File: config.mk
export PLATFORM = sky130hd
export DESIGN_NAME = alu_cdb_unit
export DESIGN_NICKNAME = d
export VERILOG_FILES = /design/src/rtl/alu_cdb_unit.sv
export SDC_FILE = /design/constraint.sdc
export NUM_CORES = 1
export LEC_CHECK = 0
export CAP_MARGIN = 20
export CORE_ASPECT_RATIO = 0.9
export CORE_MARGIN = 2
export CORE_UTILIZATION = 65
export CTS_BUF_LIST = sky130_fd_sc_hd__clkbuf_4 sky130_fd_sc_hd__clkbuf_8
export DETAILED_ROUTE_END_ITERATION = 12
export HOLD_SLACK_MARGIN = 0.03
export PLACE_DENSITY = 0.86
export SLEW_MARGIN = 10
export SYNTH_ARGS = -nofsm -noshare
export SYNTH_HDL_FRONTEND = slang
export SYNTH_SLANG_ARGS = --single-unit
File: constraint.sdc
create_clock -name clock -period 10.6 [get_ports clock]
set_input_delay 2.12 -clock clock [delete_from_list [all_inputs] [get_ports clock]]
set_output_delay 2.12 -clock clock [all_outputs]
set_load 0.005 [all_outputs]
File: src/rtl/alu_cdb_unit.sv
// ALU responder: one op per run, results queued in order for the CDB; single ops broadcast 2 cycles after run, MUL after MUL_LAT+1.
// busy throttles dispatch while a MUL is pending or the result FIFO is (nearly) full; ALU_BYPASS_EN lets results skip an empty FIFO.

module fifo_sync #(
  parameter int W     = 8,
  parameter int DEPTH = 4
) (
  input  logic                   clock,
  input  logic                   reset,
  input  logic                   push_vld,
  input  logic [W-1:0]           push_dat,
  input  logic                   pop_vld,
  output logic [W-1:0]           head_dat,
  output logic [$clog2(DEPTH):0] count
);
  localparam int AW = $clog2(DEPTH);

  logic [W-1:0]  mem_q [DEPTH];
  logic [W-1:0]  mem_d [DEPTH];
  logic [AW-1:0] wr_ptr_q, wr_ptr_d;
  logic [AW-1:0] rd_ptr_q, rd_ptr_d;
  logic [AW:0]   count_q, count_d;

  always_comb begin
    mem_d    = mem_q;
    wr_ptr_d = wr_ptr_q;
    rd_ptr_d = rd_ptr_q;
    count_d  = count_q;
    if (push_vld) begin
      mem_d[wr_ptr_q] = push_dat;
      wr_ptr_d        = wr_ptr_q + 1'b1;
    end
    if (pop_vld) begin
      rd_ptr_d = rd_ptr_q + 1'b1;
    end
    if (push_vld && !pop_vld) begin
      count_d = count_q + 1'b1;
    end else if (!push_vld && pop_vld) begin
      count_d = count_q - 1'b1;
    end
  end

  // Storage needs no reset: it is only ever read behind a non-zero count.
  always_ff @(posedge clock) begin
    mem_q <= mem_d;
  end

  always_ff @(posedge clock or posedge reset) begin
    if (reset) begin
      wr_ptr_q <= '0;
      rd_ptr_q <= '0;
      count_q  <= '0;
    end else begin
      wr_ptr_q <= wr_ptr_d;
      rd_ptr_q <= rd_ptr_d;
      count_q  <= count_d;
    end
  end

  assign head_dat = mem_q[rd_ptr_q];
  assign count    = count_q;
endmodule

module alu_cdb_unit #(
  parameter int MUL_LAT    = 3,
  parameter int FIFO_DEPTH = 4
) (
  input  logic        clock,
  input  logic        reset,
  input  logic        run,
  input  logic [42:0] instruction_in,
  output logic        busy,
  input  logic        cdb_ready,
  output logic        store_cdb,
  output logic [22:0] solution,
  output logic        op_error
);
  localparam int CW = $clog2(MUL_LAT);
  localparam int AW = $clog2(FIFO_DEPTH);
  localparam logic [CW-1:0] CNT_INIT = CW'(MUL_LAT - 1);
  localparam logic [AW:0]   FULL     = (AW+1)'(FIFO_DEPTH);
  localparam logic [AW:0]   ALMOST   = (AW+1)'(FIFO_DEPTH - 1);

  typedef enum logic [1:0] {IDLE, EXEC, MUL_WAIT} state_t;

  typedef struct packed {
    logic [2:0]  tag;
    logic [3:0]  op;
    logic [3:0]  dest;
    logic [15:0] b;
    logic [15:0] c;
  } instr_t;

  state_t        state_q, state_d;
  instr_t        instr_q, instr_d;
  logic [CW-1:0] cnt_q, cnt_d;
  logic          op_error_q, op_error_d;

  logic          accept;
  logic          can_push;
  logic          res_vld;
  logic [15:0]   result;
  logic [22:0]   res_dat;
  logic          fifo_push;
  logic          fifo_pop;
  logic          fifo_empty;
  logic [22:0]   fifo_head;
  logic [AW:0]   fifo_count;

  assign busy = (state_q == MUL_WAIT) || (fifo_count == FULL) ||
                ((state_q == EXEC) && (fifo_count == ALMOST));
  assign accept     = run && !busy;
  assign fifo_empty = (fifo_count == '0);
  // A completing MUL may take a slot that is being freed in the same cycle.
  assign can_push   = (fifo_count != FULL) || fifo_pop;

  always_comb begin
    result = 16'h0000;
    case (instr_q.op)
      4'd0: result = instr_q.b + instr_q.c;
      4'd1: result = instr_q.b - instr_q.c;
      4'd2: result = instr_q.b & instr_q.c;
      4'd3: result = instr_q.b | instr_q.c;
      4'd4: result = instr_q.b ^ instr_q.c;
      4'd5: result = {15'h0000, $signed(instr_q.b) < $signed(instr_q.c)};
      4'd6: result = instr_q.b << instr_q.c[3:0];
      4'd7: result = instr_q.b * instr_q.c;
      default: result = 16'h0000;
    endcase
  end

  assign res_dat = {instr_q.dest, instr_q.tag, result};

  always_comb begin
    state_d    = state_q;
    cnt_d      = cnt_q;
    instr_d    = instr_q;
    op_error_d = 1'b0;
    res_vld    = 1'b0;
    case (state_q)
      EXEC: begin
        res_vld = 1'b1;
        state_d = IDLE;
      end
      MUL_WAIT: begin
        if (cnt_q != '0) begin
          cnt_d = cnt_q - 1'b1;
        end else if (can_push) begin
          res_vld = 1'b1;
          state_d = IDLE;
        end
      end
      default: ;
    endcase
    if (accept) begin
      if (instruction_in[39]) begin
        op_error_d = 1'b1;
      end else begin
        instr_d = instruction_in;
        if (instruction_in[39:36] == 4'd7) begin
          state_d = MUL_WAIT;
          cnt_d   = CNT_INIT;
        end else begin
          state_d = EXEC;
        end
      end
    end
  end

  always_ff @(posedge clock or posedge reset) begin
    if (reset) begin
      state_q    <= IDLE;
      instr_q    <= '0;
      cnt_q      <= '0;
      op_error_q <= 1'b0;
    end else begin
      state_q    <= state_d;
      instr_q    <= instr_d;
      cnt_q      <= cnt_d;
      op_error_q <= op_error_d;
    end
  end

  assign op_error = op_error_q;

`ifdef ALU_BYPASS_EN
  logic        byp_vld_q, byp_vld_d;
  logic [22:0] byp_dat_q, byp_dat_d;
  logic        do_byp;

  // The bypass slot is always older than anything in the FIFO.
  assign fifo_pop = !byp_vld_q && !fifo_empty && cdb_ready;

  always_comb begin
    do_byp    = res_vld && fifo_empty && cdb_ready;
    fifo_push = res_vld && !do_byp;
    byp_vld_d = do_byp || (byp_vld_q && !cdb_ready);
    byp_dat_d = do_byp ? res_dat : byp_dat_q;
    store_cdb = byp_vld_q || !fifo_empty;
    solution  = byp_vld_q ? byp_dat_q : (fifo_empty ? 23'h0 : fifo_head);
  end

  always_ff @(posedge clock or posedge reset) begin
    if (reset) begin
      byp_vld_q <= 1'b0;
      byp_dat_q <= '0;
    end else begin
      byp_vld_q <= byp_vld_d;
      byp_dat_q <= byp_dat_d;
    end
  end
`else
  assign fifo_pop = !fifo_empty && cdb_ready;

  always_comb begin
    fifo_push = res_vld;
    store_cdb = !fifo_empty;
    solution  = fifo_empty ? 23'h0 : fifo_head;
  end
`endif

  fifo_sync #(
    .W     (23),
    .DEPTH (FIFO_DEPTH)
  ) u_res_fifo (
    .clock    (clock),
    .reset    (reset),
    .push_vld (fifo_push),
    .push_dat (res_dat),
    .pop_vld  (fifo_pop),
    .head_dat (fifo_head),
    .count    (fifo_count)
  );
endmodule

==> results.txt <==
The flow ran to the end, and the final reports show no timing, DRC or antenna violations. The number of flip-flops and latches in the synthesized netlist came out at 146. During placement, the flow inserted port buffers numbering 72.

The signed area change from the synthesized netlist to the final layout is 10.5%. In the routed design, unresolved DRC markers number 0. The critical path is of the register to register type. The first global-routing pass estimated 53,500 µm of wire. The insertion delay to the later sink of the worst-skew pair came out at 0.47 ns. The synthesized instance count is 1,259. The global-route congestion overflow total is 0. The total routing usage reported by global routing is 35.4%.

The count of routing violations after the opening detailed-route iteration is 1,405. The total of max-cap violations is 0. The post-cts hold buffer count came out at 0. The initial antenna violation count came to 0. A synthesized cell averages 9.79 µm². STA puts the critical path data arrival time at 6.90 ns. Summing all placed instances gives a cell area of 0.0132 mm². The worst setup skew after layout came out at 0.0231 ns. The via count of the first global-routing pass is 9,669.

The cell row count came out at 47. The number of nets produced by synthesis is 1,496. The routability congestion estimate came out at 1.01. Setup violations remaining at the end of the flow were counted as 0. The worst-path maximum fanout is 21.

The post-route fraction of the period consumed by the critical path came out at 63.3%. The number of enable-type register cells in the synthesized netlist came out at 92. The total number of vias came out at 9,725. Setup repair after global routing left no endpoint under its margin. The number of warnings printed during yosys synthesis is 0. The longest clock path from root to sink contains 2 buffers. The final count of pins violating max slew was 0. The max-slew headroom at the worst pin is 26.0%. The register area share after synthesis came out at 33.4%. The number of sinks driven by the clock tree came out at 146. The category of the worst setup path launch point is a register. The data required time of the worst path is 10.79 ns. The worst min-delay path category is register to register. The post-synthesis instance area is 0.0123 mm².

The shortest clock period the worst path allows after layout is 6.71 ns. In this run the remaining antenna-violating nets after routing total 0. The number of iterations in the first detailed-routing pass is 6. The final wirelength is 33,600 µm. The worst setup path is captured at a register.

For this run, the post-layout net count is 1,537. The unique cell type count in the Yosys netlist came out at 62. The y dimension of the die came out at 135 µm. Leaving out fill and tap cells, the most frequent cell in the layout is sky130_fd_sc_hd__inv_1.

The die is 149 µm wide. CTS placed an instance of sky130_fd_sc_hd__clkbuf_8 at the clock tree root. The HPWL after detailed placement came out at 25,400 µm.

The most used flip-flop cell after synthesis is sky130_fd_sc_hd__edfxtp_1. The number of fill cells in the layout came out at 1,336. The share of post-route cells with drive strength above 1 came out at 6.78%. After clock tree synthesis, the clock-pin slew on the worst setup and hold paths is 0.09 ns. The number of buffers added by the clock tree synthesis step is 17. The number of top-level design ports is 73. The maximum number of pins on one net before global-route repair is 79.

In the layout the commonest cells are sky130_fd_sc_hd__inv_1 (160), sky130_fd_sc_hd__nand2_1 (143), sky130_fd_sc_hd__nor2_1 (113). The die covers 0.0201 mm². The transition at the pin with the smallest max-transition slack came out at 1.11 ns. The proportion of synthesized flip-flops having asynchronous set or reset came out at 37.0%. The number of cells upsized or downsized after cts came out at 0. The number of levels in the clock H-tree came out at 4. Once the clock tree was built, the setup fixing pass inserted 0 buffers.

The area of the core came out at 0.0185 mm². Dividing the detail-routed wire length by the instance count gives 21.5 µm. The initial core utilization is 66.7%. The via-per-instance ratio came out at 6.24. The final setup TNS came out at 0 ns.

The peak clock frequency supported by timing came out at 0.149 GHz. The post-route cell area came out at 0.0136 mm². The CTS tree is yes.

The final hold violation count is 0. The final antenna diode count came out at 0.
==> critical path, stage by stage (launching register included) <==
cell and delay (ns):
sky130_fd_sc_hd__dfrtp_1 0.63, sky130_fd_sc_hd__inv_1 0.78, sky130_fd_sc_hd__nor2_1 0.14, sky130_fd_sc_hd__fa_1 0.53, sky130_fd_sc_hd__inv_1 0.06, sky130_fd_sc_hd__fa_1 0.44, sky130_fd_sc_hd__fa_1 0.45, sky130_fd_sc_hd__fa_1 0.49
sky130_fd_sc_hd__inv_1 0.06, sky130_fd_sc_hd__fa_1 0.53, sky130_fd_sc_hd__inv_1 0.05, sky130_fd_sc_hd__fa_1 0.53, sky130_fd_sc_hd__inv_1 0.06, sky130_fd_sc_hd__ha_1 0.33, sky130_fd_sc_hd__a21o_1 0.20, sky130_fd_sc_hd__a221oi_1 0.43
sky130_fd_sc_hd__o21ai_0 0.19, sky130_fd_sc_hd__xnor2_1 0.16, sky130_fd_sc_hd__a221o_1 0.41
==> logic make-up (layout without fill, tap and decap cells) <==
logic type | after synthesis | count (layout) | synth area share (%)
muxes | 53 | 53 | 7.07
AOI/OAI and AO/OA | 228 | 228 | 11.6
xor gates and xnor gates | 56 | 56 | 3.98
and+or+nand+nor | 357 | 357 | 12.7
DFF | 146 | 146 | 33.4
adders and majority gates | 190 | 190 | 24.3
buffers and inverters | 229 | 283 | 7.04
==> routing by layer <==
layer / track usage [%] / up-vias / wire length, µm
li1: - / 4311 / -
met4: 13.4 / 0 / 1280
met3: 8.89 / 123 / 3900
met5: 0 / - / 0
met1: 51.1 / 4627 / 13700
met2: 52.4 / 664 / 14700
==> sequential cells by signal (all words and copies together), names as in the netlist <==
name,cells
u_res_fifo.count,3
state_q,2
u_res_fifo.mem_q,92
u_res_fifo.wr_ptr_q,2
u_res_fifo.rd_ptr_q,2
cnt_q,2
op_error,1
instr_q,42
==> per-stage QoR <==
| step | util, % | setup slack [ns] | instances | hold WS, ns |
|---|---|---|---|---|
| final | 73.8 | 3.89 | 1558 | 0.483 |
| after global routing | 73.8 | 3.58 | 1558 | 0.511 |
| after CTS | 73.8 | 3.98 | 1558 | 0.483 |
| after detailed placement | 71.5 | 3.99 | 1526 | 0.467 |
| after global placement | 71.5 | 4.13 | 1526 | 0.462 |
| after floorplan | - | 4.40 | 1259 | 0.472 |
==> worst paths after layout <==
| check | slack, ns | startpoint | cells after the start | end |
|---|---|---|---|---|
| setup / recovery | 3.89 | instr_q[2]$_DFFE_PP0P_ | 18 | u_res_fifo.mem_q[84]$_DFFE_PP_ |
| hold / removal | 0.48 | u_res_fifo.rd_ptr_q[0]$_DFFE_PP0P_ | 1 | u_res_fifo.rd_ptr_q[0]$_DFFE_PP0P_ |
| setup reg to reg | 3.89 | instr_q[2]$_DFFE_PP0P_ | 18 | u_res_fifo.mem_q[84]$_DFFE_PP_ |
| hold reg to reg | 0.48 | u_res_fifo.rd_ptr_q[0]$_DFFE_PP0P_ | 1 | u_res_fifo.rd_ptr_q[0]$_DFFE_PP0P_ |
| max in group asynchronous | 7.94 | reset | 3 | instr_q[9]$_DFFE_PP0P_ |
| min in group asynchronous | 2.18 | reset | 3 | instr_q[42]$_DFFE_PP0P_ |
==> final cells by class <==
cell class	count	area, µm²	area share, %
Clock buffer	17	234	1.72
Inverter	170	638	4.68
Tap cell	245	307	2.25
Timing Repair Buffer	81	788	5.79
Sequential cell	146	4110	30.2
Multi-Input combinational cell	884	7350	54.0
Clock inverter	15	190	1.40
==> cells in the mapped netlist (all sizes together), types with 8 or more instances <==
| cell type | count | area share [%] |
|---|---|---|
| inv | 162 | 4.9 |
| nand2 | 143 | 4.4 |
| nor2 | 114 | 3.5 |
| ha | 108 | 11 |
| edfxtp | 92 | 22 |
| fa | 82 | 13 |
| o21ai | 81 | 3.3 |
| a21oi | 63 | 2.6 |
| dfrtp | 54 | 11 |
| clkbuf | 48 | 1.5 |
| xnor2 | 48 | 3.4 |
| and2 | 32 | 1.6 |
| mux4 | 26 | 4.8 |
| mux2i | 15 | 1.2 |
| nor3 | 15 | 0.61 |
| mux2 | 12 | 1.1 |
| nand2b | 12 | 0.61 |
| nand3 | 12 | 0.49 |
| buf | 11 | 0.39 |
| a22oi | 8 | 0.49 |
| clkinv | 8 | 0.24 |
| xor2 | 8 | 0.57 |
Power is left out: the tool's default activity adds up to more than one toggle a clock period on the data nets, which glitch-free logic cannot reach.
